==> src/rtl/cu_pkg.sv <==
// Shared types and encodings for the cu_seq sequencer: FSM states, instruction
// class/op codes, register-field positions and operand-use decode helpers.
package cu_pkg;

    typedef enum logic [1:0] {
        FETCH = 2'd0,
        EXEC  = 2'd1,
        MEM   = 2'd2,
        HALT  = 2'd3
    } state_t;

    localparam logic CLS_CTRL = 1'b0;
    localparam logic CLS_ALU  = 1'b1;

    localparam logic [2:0] OP_HALT = 3'd0;
    localparam logic [2:0] OP_MOV  = 3'd1;
    localparam logic [2:0] OP_LD   = 3'd2;
    localparam logic [2:0] OP_ST   = 3'd3;
    localparam logic [2:0] OP_LDI  = 3'd4;
    localparam logic [2:0] OP_JMP  = 3'd5;
    localparam logic [2:0] OP_JZ   = 3'd6;
    localparam logic [2:0] OP_NOP  = 3'd7;

    localparam logic [2:0] ALU_ADD = 3'd0;
    localparam logic [2:0] ALU_SUB = 3'd1;
    localparam logic [2:0] ALU_AND = 3'd2;
    localparam logic [2:0] ALU_OR  = 3'd3;
    localparam logic [2:0] ALU_XOR = 3'd4;
    localparam logic [2:0] ALU_NOT = 3'd5;
    localparam logic [2:0] ALU_SHL = 3'd6;
    localparam logic [2:0] ALU_SHR = 3'd7;

    localparam int RIDX_W = 4;
    localparam int D_LSB  = 4;
    localparam int S_LSB  = 0;

    // Only the register fields an op actually reads are range-checked.
    function automatic logic uses_d(input logic cls, input logic [2:0] op);
        return cls ? (op != ALU_NOT) : (op == OP_MOV);
    endfunction

    function automatic logic uses_s(input logic cls, input logic [2:0] op);
        return cls ? (op != ALU_SHL && op != ALU_SHR) : (op == OP_MOV);
    endfunction

endpackage

==> src/rtl/cu_alu.sv <==
// Combinational DW-wide ALU for cu_seq class-1 ops; a = Rd, b = Rs.
module cu_alu
    import cu_pkg::*;
#(
    parameter int DW = 8
) (
    input  logic [2:0]    op,
    input  logic [DW-1:0] a,
    input  logic [DW-1:0] b,
    output logic [DW-1:0] result,
    output logic          zero
);

    always_comb begin
        result = '0;
        case (op)
            ALU_ADD: result = a + b;
            ALU_SUB: result = a - b;
            ALU_AND: result = a & b;
            ALU_OR:  result = a | b;
            ALU_XOR: result = a ^ b;
            ALU_NOT: result = ~b;
            ALU_SHL: result = a << 1;
            ALU_SHR: result = a >> 1;
            default: result = '0;
        endcase
        zero = (result == '0);
    end

endmodule

==> src/rtl/cu_seq.sv <==
// Multi-cycle fetch/decode/execute sequencer on one shared ready-handshaked
// memory port. Define CU_BRANCH_EN to enable JMP/JZ and the zero flag.
module cu_seq
    import cu_pkg::*;
#(
    parameter int DW    = 8,
    parameter int AW    = 8,
    parameter int NREGS = 12
) (
    input  logic          clk,
    input  logic          rst,
    output logic          mem_en,
    output logic          mem_rwb,
    output logic [AW-1:0] mem_addr,
    output logic [AW+3:0] mem_wdata,
    input  logic [AW+3:0] mem_rdata,
    input  logic          mem_ready,
    output logic          halted,
    output logic          err,
    output logic [AW-1:0] pc
);

    localparam int IW = AW + 4;

    state_t          state, state_nx;
    logic [IW-1:0]   ir;
    logic [DW-1:0]   regs [NREGS];

    logic               cls;
    logic [2:0]         op;
    logic [RIDX_W-1:0]  fd, fs;
    logic [AW-1:0]      fa;
    logic               d_ok, s_ok, br_illegal, illegal, xfer;
    logic [DW-1:0]      rd_val, rs_val, alu_res;
    logic               alu_zero;

    assign cls  = ir[IW-1];
    assign op   = ir[IW-2:IW-4];
    assign fd   = ir[D_LSB +: RIDX_W];
    assign fs   = ir[S_LSB +: RIDX_W];
    assign fa   = ir[AW-1:0];

    assign d_ok   = 32'(fd) < NREGS;
    assign s_ok   = 32'(fs) < NREGS;
    assign rd_val = d_ok ? regs[fd] : '0;
    assign rs_val = s_ok ? regs[fs] : '0;

`ifdef CU_BRANCH_EN
    logic z;
    assign br_illegal = 1'b0;
`else
    logic unused_alu_zero;
    assign unused_alu_zero = alu_zero;
    assign br_illegal = (cls == CLS_CTRL) && (op == OP_JMP || op == OP_JZ);
`endif

    assign illegal = (uses_d(cls, op) && !d_ok) || (uses_s(cls, op) && !s_ok) || br_illegal;
    assign xfer    = mem_en && mem_ready;

    assign halted    = (state == HALT);
    assign mem_wdata = IW'(regs[0]);

    cu_alu #(.DW(DW)) u_alu (
        .op     (op),
        .a      (rd_val),
        .b      (rs_val),
        .result (alu_res),
        .zero   (alu_zero)
    );

    always_ff @(posedge clk) begin
        if (rst) state <= FETCH;
        else     state <= state_nx;
    end

    // Request is masked while rst is high so a pending transfer never completes.
    always_comb begin
        state_nx = state;
        mem_en   = !rst && (state == FETCH || state == MEM);
        mem_rwb  = 1'b1;
        mem_addr = pc;
        case (state)
            FETCH: if (xfer) state_nx = EXEC;
            EXEC: begin
                if (cls == CLS_CTRL && op == OP_HALT)                     state_nx = HALT;
                else if (cls == CLS_CTRL && (op == OP_LD || op == OP_ST)) state_nx = MEM;
                else                                                      state_nx = FETCH;
            end
            MEM: begin
                mem_addr = fa;
                mem_rwb  = (op != OP_ST);
                if (xfer) state_nx = FETCH;
            end
            default: state_nx = HALT;
        endcase
    end

    always_ff @(posedge clk) begin
        if (rst) begin
            pc  <= '0;
            ir  <= '0;
            err <= 1'b0;
            for (int i = 0; i < NREGS; i++) regs[i] <= '0;
`ifdef CU_BRANCH_EN
            z   <= 1'b0;
`endif
        end else begin
            case (state)
                FETCH: if (xfer) begin
                    ir <= mem_rdata;
                    pc <= pc + 1'b1;
                end
                EXEC: begin
                    if (illegal) begin
                        err <= 1'b1;
                    end else if (cls == CLS_ALU) begin
                        regs[0] <= alu_res;
`ifdef CU_BRANCH_EN
                        z <= alu_zero;
`endif
                    end else begin
                        case (op)
                            OP_MOV: regs[fd] <= rs_val;
                            OP_LDI: begin
                                regs[0] <= DW'(fa);
`ifdef CU_BRANCH_EN
                                z <= (DW'(fa) == '0);
`endif
                            end
`ifdef CU_BRANCH_EN
                            OP_JMP: pc <= fa;
                            OP_JZ:  if (z) pc <= fa;
`endif
                            default: ;
                        endcase
                    end
                end
                MEM: if (xfer && op == OP_LD) begin
                    regs[0] <= DW'(mem_rdata);
`ifdef CU_BRANCH_EN
                    z <= (DW'(mem_rdata) == '0);
`endif
                end
                default: ;
            endcase
        end
    end

endmodule

==> config.mk <==
export PLATFORM = sky130hd
export DESIGN_NAME = cu_seq
export DESIGN_NICKNAME = d
export VERILOG_FILES = /design/src/rtl/cu_pkg.sv /design/src/rtl/cu_alu.sv /design/src/rtl/cu_seq.sv
export SDC_FILE = /design/constraint.sdc
export NUM_CORES = 1
export LEC_CHECK = 0
export CORE_ASPECT_RATIO = 1.75
export CORE_UTILIZATION = 55
export CTS_BUF_LIST = sky130_fd_sc_hd__clkbuf_2
export CTS_CLUSTER_SIZE = 16
export DETAILED_ROUTE_END_ITERATION = 8
export GPL_TIMING_DRIVEN = 0
export MAX_ROUTING_LAYER = met4
export PLACE_DENSITY = 0.8
export SYNTH_ARGS = -nofsm -noshare
export SYNTH_HDL_FRONTEND = slang
export SYNTH_SLANG_ARGS = --single-unit
==> constraint.sdc <==
create_clock -name clk -period 6.1 [get_ports clk]
set_input_delay 1.22 -clock clk [delete_from_list [all_inputs] [get_ports clk]]
set_output_delay 1.22 -clock clk [all_outputs]
set_load 0.02 [all_outputs]
* Word-level counts from Yosys, hierarchy flattened
Memory sizes are Yosys's and may differ from the RTL's. A register that Yosys moved wholly into a read port is not among the register bits. Cells that the tools add are included.
Cells by class: reductions and logical operators 23, mux-type cells 45, bitwise operators 8, $add $sub $neg 3, equality and inequality tests 16, $lt $le $gt $ge 2
Operators with widths (number):
- $pmux W8 S8 | 1
- $mux W8 | 7
- $mux W1 | 27
- $mux W4 | 5
- $eq A3 B3 Y1 const B | 4
- $logic_and A1 B1 Y1 | 9
- $ne A3 B3 Y1 const B | 3
- $add A8 B1 Y8 const B | 1
- $add A8 B8 Y8 | 1
- $and A8 B8 Y8 | 1
- $lt A4 B4 Y1 const B | 2
- $mux W2 | 4
- $not A8 Y8 | 1
- $or A8 B8 Y8 | 1
- $reduce_or A8 Y1 | 1
- $sub A8 B8 Y8 | 1
- $xor A8 B8 Y8 | 1
- $eq A3 B2 Y1 const B | 2
- $pmux W2 S3 | 1
- $reduce_and A2 Y1 | 3
- $logic_or A1 B1 Y1 | 5
- $eq A2 B2 Y1 const B | 2
- $ne A2 B2 Y1 const B | 2
- $eq A3 B1 Y1 const B | 1
- 7 further kinds | 11
Storage, ports and cells: RAM bits 96, register bits after elaboration 23, memories 1, output and inout bits 32
Memory list:
- regs | depth 12, bits a word 8, read ports 3, clocked after memory_dff 2, write ports 12, line cu_seq.sv:27 | logic [DW-1:0] regs [NREGS];

* Depth between registers and ports, before layout
word-level depth 14, gate-level depth with buffers 18, mapped depth without buffers 16

* Hierarchy
From an unflattened synthesis, not the netlist that was laid out.
Second synthesis, totals: cell total of the unflattened synthesis 797, area total of the unflattened synthesis 9537.9 um^2
Modules (own cells, without submodules):
- cu_seq | area each 8323.0 um^2, instances 1, sequential area each 4464.3 um^2, cells an instance 627
- cu_alu | area each 1214.9 um^2, instances 1, sequential area each 0.0 um^2, cells an instance 170

* Worst setup path after synthesis
No wires, ideal clock.
kind reg-to-reg, start point register (tool-made name), end point memory regs[12][6], data pin, path slack 2.111 ns, data arrival time 3.801 ns, data required time 5.913 ns, cell stages (with the launch flop) 16, setup time 0.187 ns, buffers on the path 2, cell sequence dfxtp_1 > buf_2 > buf_2 > mux4_2 > mux4_2 > nand2_1 > inv_1 > fa_1 > a21o_1 > a21o_1 > a21o_1 > a21oi_1 > xor2_1 > a21oi_1 > nand2_1 > a31oi_1
RTL lines (line):
- end, declared | cu_seq.sv:27

==> results.md <==
Status:
- The run finished, with violations left.
- The final reports fail on DRC.

Synth:
- Ranked by total cell area, the synthesized netlist is headed by sky130_fd_sc_hd__edfxtp_1 41%, sky130_fd_sc_hd__mux4_2 15%, sky130_fd_sc_hd__dfxtp_1 6.7%, sky130_fd_sc_hd__nor2_1 5.1%, sky130_fd_sc_hd__nand2_1 3.2%.
- The synthesized design contains 159 register bits.
- A synthesized cell averages 11.5 um^2.
- The number of library cell types mapped by synthesis is 71.
- The share of the yosys chip area belonging to registers is 48.0%.
- For this run, asynchronously set or reset flops after synthesis account for 0%.
- Among all flip-flop cells after synthesis, the most frequent one is sky130_fd_sc_hd__edfxtp_1.
- Yosys printed 0 warnings.
- The area share of the largest cell type after synthesis is 41.4%.
- The number of cells produced by synthesis is 810.
- Counting instances in the post-synthesis netlist gives the leading cell types as 128 x sky130_fd_sc_hd__edfxtp_1, 127 x sky130_fd_sc_hd__nor2_1, 80 x sky130_fd_sc_hd__nand2_1.
- The dominant cell by count in the synthesized netlist is sky130_fd_sc_hd__edfxtp_1.
- In this run, synthesis inferred 128 flip-flops with an integrated enable.
- The cell area that synthesis handed to floorplanning was 9290 um^2.
- Summed over all instances, the cell type with the most area after synthesis is sky130_fd_sc_hd__edfxtp_1.

Floorplan:
- The floorplan core area is 16400 um^2.
- Measured along the y axis, the die boundary spans 174 um.
- Once the floorplan was initialized, standard cells occupied 56.5% of the core.
- The die covers 17400 um^2.
- From left edge to right edge, the die measures 100 um.
- Row generation in the floorplan step produced 62 rows.
- The count of boundary I/O pins is 47.

GRT:
- In the global route stage, met3 resource usage came out at 10.3%.
- Entering global routing, the biggest net connects 17 pins.
- After global routing the overflow that remains totals 0.
- The most utilized layer in the global route result is met2.
- The met1 routing resource usage after global routing is 37.9%.
- The first global-routing pass estimated 44800 um of wire.
- For met2 alone, demand over resource in global routing was 59.4%.
- The via count of the first global-routing pass is 7537.
- The initial antenna violation count is 3.
- For this run, the total global-route usage over all layers was measured as 37.3%.

Power and ir drop:
- The power density over cell area is 278 nW/um^2.
- The maximum ir drop on the vdd rail is 0.000171 V.
- Summed over all nets, the switching power comes to 0.000963 W.
- The clock network burns 22.8% of the power.
- The internal portion of the total power is 0.00194 W.
- Net switching is 33.2% of the power.
- Per report_power, the sequential group accounts for 49.3% of the total.
- The combinational cell fraction of total power is 27.9%.
- The static leakage is 3.74 nW.

Route:
- Detailed routing inserted a total of 7681 vias.
- The post-route DRC violation count is 1.
- The first routing iteration left 1330 violations.
- The remaining antenna violation count is 0.
- The first TritonRoute pass finished after 8 iterations.
- The per-cell routed wire length is 26.3 um.
- The total wirelength of the detailed-routed design is 30200 um.
- The number of vias per cell after detailed routing is 6.70.

Critical path:
- The nature of the critical path endpoint is a register.
- The largest driver fanout on the critical path is 10.
- The cell depth of the worst flop-to-flop path is 15.
- Counting both buffers and inverters, the worst setup path holds a total of 3.
- The worst setup path category is reg -> reg.
- The cell repeated most along the worst path is sky130_fd_sc_hd__a21o_1.
- Data on the critical path is required at its endpoint by 6.60 ns.
- The highest cell delay on the worst timing path is 0.58 ns.
- The kind of cell with the highest combined delay on the critical path is compound AO/OA/AOI/OAI gates.
- The critical path crosses 15 cells after its start point.
- The critical path data arrival time is 5.80 ns.
- The slowest cell on the critical path is sky130_fd_sc_hd__mux4_2.
- The critical path startpoint category is a register.
- Walking the worst path, the cells encountered are buf_2, buf_2, mux4_2, mux4_2, nand2_1, inv_1, fa_1, a21o_1, a21o_1, a21o_1, a21oi_1, xor2_1, a21oi_1, nand2_1, a31oi_1.

CTS:
- CTS built an H-tree with a depth of 4.
- In this run the deepest clock path goes through 2 buffers.
- The register clock-pin slew on the reported worst setup and hold paths is 0.22 ns.
- Buffers inserted to repair hold after CTS numbered 0.
- The number of buffers created by CTS is 17.
- The cell sitting at the root of the clock tree is a sky130_fd_sc_hd__clkbuf_2.
- The number of gates resized after CTS was 0.
- TritonCTS built the clock tree.
- The later pin in the worst-skew pair is clocked with a latency of 0.80 ns.
- The clock drives 159 sinks.
- Buffers added to address setup during post-CTS repair amount to 0.

STA:
- The time the final worst path needs with I/O delays and setup is 5.30 ns.
- The final hold violation count is 0.
- The worst hold-check slack is 0.512 ns.
- Setup violations remaining at the end of the flow were counted as 0.
- The final-layout setup total negative slack is 0 ns.
- The final-report max-slew violation count was 0.
- Clock skew on the completed layout was measured at 0.0604 ns.
- Static timing analysis puts the maximum clock frequency at 189 MHz.
- The transition time at the pin with the least slew margin is 1.27 ns.
- Setup repair after global routing left no endpoint under its margin.
- The final critical-path share of the clock period is 86.8%.
- The worst pin sits at a relative slew slack of 12.6%.

Placement:
- The congestion estimate from routability-driven global placement came to 1.04.
- The HPWL after detailed placement is 22800 um.
- The port buffer count is 42.

Cells and area:
- The post-route netlist has 14.5% of its cells at a drive strength greater than 1.
- The filler cell count in the final layout is 1317.
- The net count of the finished layout is 944.
- The area growth from synthesis to layout is 12.1%.
- For this run, the share of the core covered by cells in the final layout is 63.3%.

Worst hold path:
- The worst hold path was traced through 2 stages.
- The path class of the tightest hold or removal check is reg -> reg.

Run:
- Across the run, the number of max-cap violations was 0.
cell families after synthesis:
group                      share of synthesized area [%]
muxes                                               19.3
adders and majority gates                           3.04
xor gates and xnor gates                            1.70
buffers and inverters                               3.84
other                                             0.0404
AOI/OAI and AO/OA                                   10.3
DFF                                                 48.0
and+or+nand+nor                                     13.8
layout by cell type (no fill, tap or decap), types with 21 or more instances in the layout:
master / n
sky130_fd_sc_hd__edfxtp_1: 128
sky130_fd_sc_hd__nand3_1: 26
sky130_fd_sc_hd__ha_1: 21
sky130_fd_sc_hd__a21oi_1: 38
sky130_fd_sc_hd__clkbuf_2: 21
sky130_fd_sc_hd__nand2_1: 80
sky130_fd_sc_hd__dfxtp_1: 31
sky130_fd_sc_hd__clkdlybuf4s50_1: 42
sky130_fd_sc_hd__mux4_2: 62
sky130_fd_sc_hd__conb_1: 36
sky130_fd_sc_hd__clkbuf_1: 38
sky130_fd_sc_hd__nor2_1: 127
power by group through the flow:
stage          Combinational, W  Sequential (W)  Clock (W)
3_5_place_dp           0.000777         0.00145          0
6_report               0.000809         0.00143   0.000661
5_1_grt                0.000857         0.00144   0.000690
3_3_place_gp           0.000759         0.00144          0
2_1_floorplan          0.000530         0.00141          0
4_1_cts                0.000781         0.00142   0.000653
layout make-up:
cell class	count	area (um^2)	share of cell area [%]
Multi-Input combinational cell	603	4610	44.3
Timing Repair Buffer	43	428	4.11
Inverter	25	93.8	0.901
Clock inverter	11	165	1.59
Buffer	58	263	2.52
Sequential cell	159	4460	42.9
Antenna cell	3	7.51	0.0721
Clock buffer	21	105	1.01
Tap cell	224	280	2.69
final timing paths:
kind | startpoint | slack [ns] | endpoint
worst max-delay path | register | 0.80 | regs[12][6]$_DFFE_PP_
worst min-delay path | err$_SDFFE_PP0P_ | 0.51 | err$_SDFFE_PP0P_
worst max register to register | register | 0.80 | regs[12][6]$_DFFE_PP_
worst min register to register | err$_SDFFE_PP0P_ | 0.51 | err$_SDFFE_PP0P_
routing by layer:
layer / vias up / wire length (um)
li1: 3210 / -
met1: 3632 / 9220
met2: 638 / 14900
met3: 201 / 3120
met4: 0 / 2940
met5: - / 0
worst register-to-register path, cell delays in order, from the launching register on:
cell,delay (ns)
sky130_fd_sc_hd__dfxtp_1,0.48
sky130_fd_sc_hd__buf_2,0.41
sky130_fd_sc_hd__buf_2,0.43
sky130_fd_sc_hd__mux4_2,0.58
sky130_fd_sc_hd__mux4_2,0.48
sky130_fd_sc_hd__nand2_1,0.25
sky130_fd_sc_hd__inv_1,0.16
sky130_fd_sc_hd__fa_1,0.47
sky130_fd_sc_hd__a21o_1,0.20
sky130_fd_sc_hd__a21o_1,0.19
sky130_fd_sc_hd__a21o_1,0.17
sky130_fd_sc_hd__a21oi_1,0.16
sky130_fd_sc_hd__xor2_1,0.12
sky130_fd_sc_hd__a21oi_1,0.25
sky130_fd_sc_hd__nand2_1,0.17
sky130_fd_sc_hd__a31oi_1,0.52
sequential cells by signal (all words and copies together), names as in the netlist, named ones only:
register  count
regs        128
ir           12
pc            8
state         2
err           1
metrics by stage:
step	total power, W	area (um^2)	setup slack (ns)	std cells
floorplan	0.00194	9420	2.11	845
global placement	0.00220	10100	0.768	1111
detailed placement	0.00223	10100	0.785	1112
CTS	0.00286	10400	0.867	1144
global route	0.00299	10400	0.641	1147
finish	0.00290	10400	0.804	1147
(Power assumes the default switching activity.)
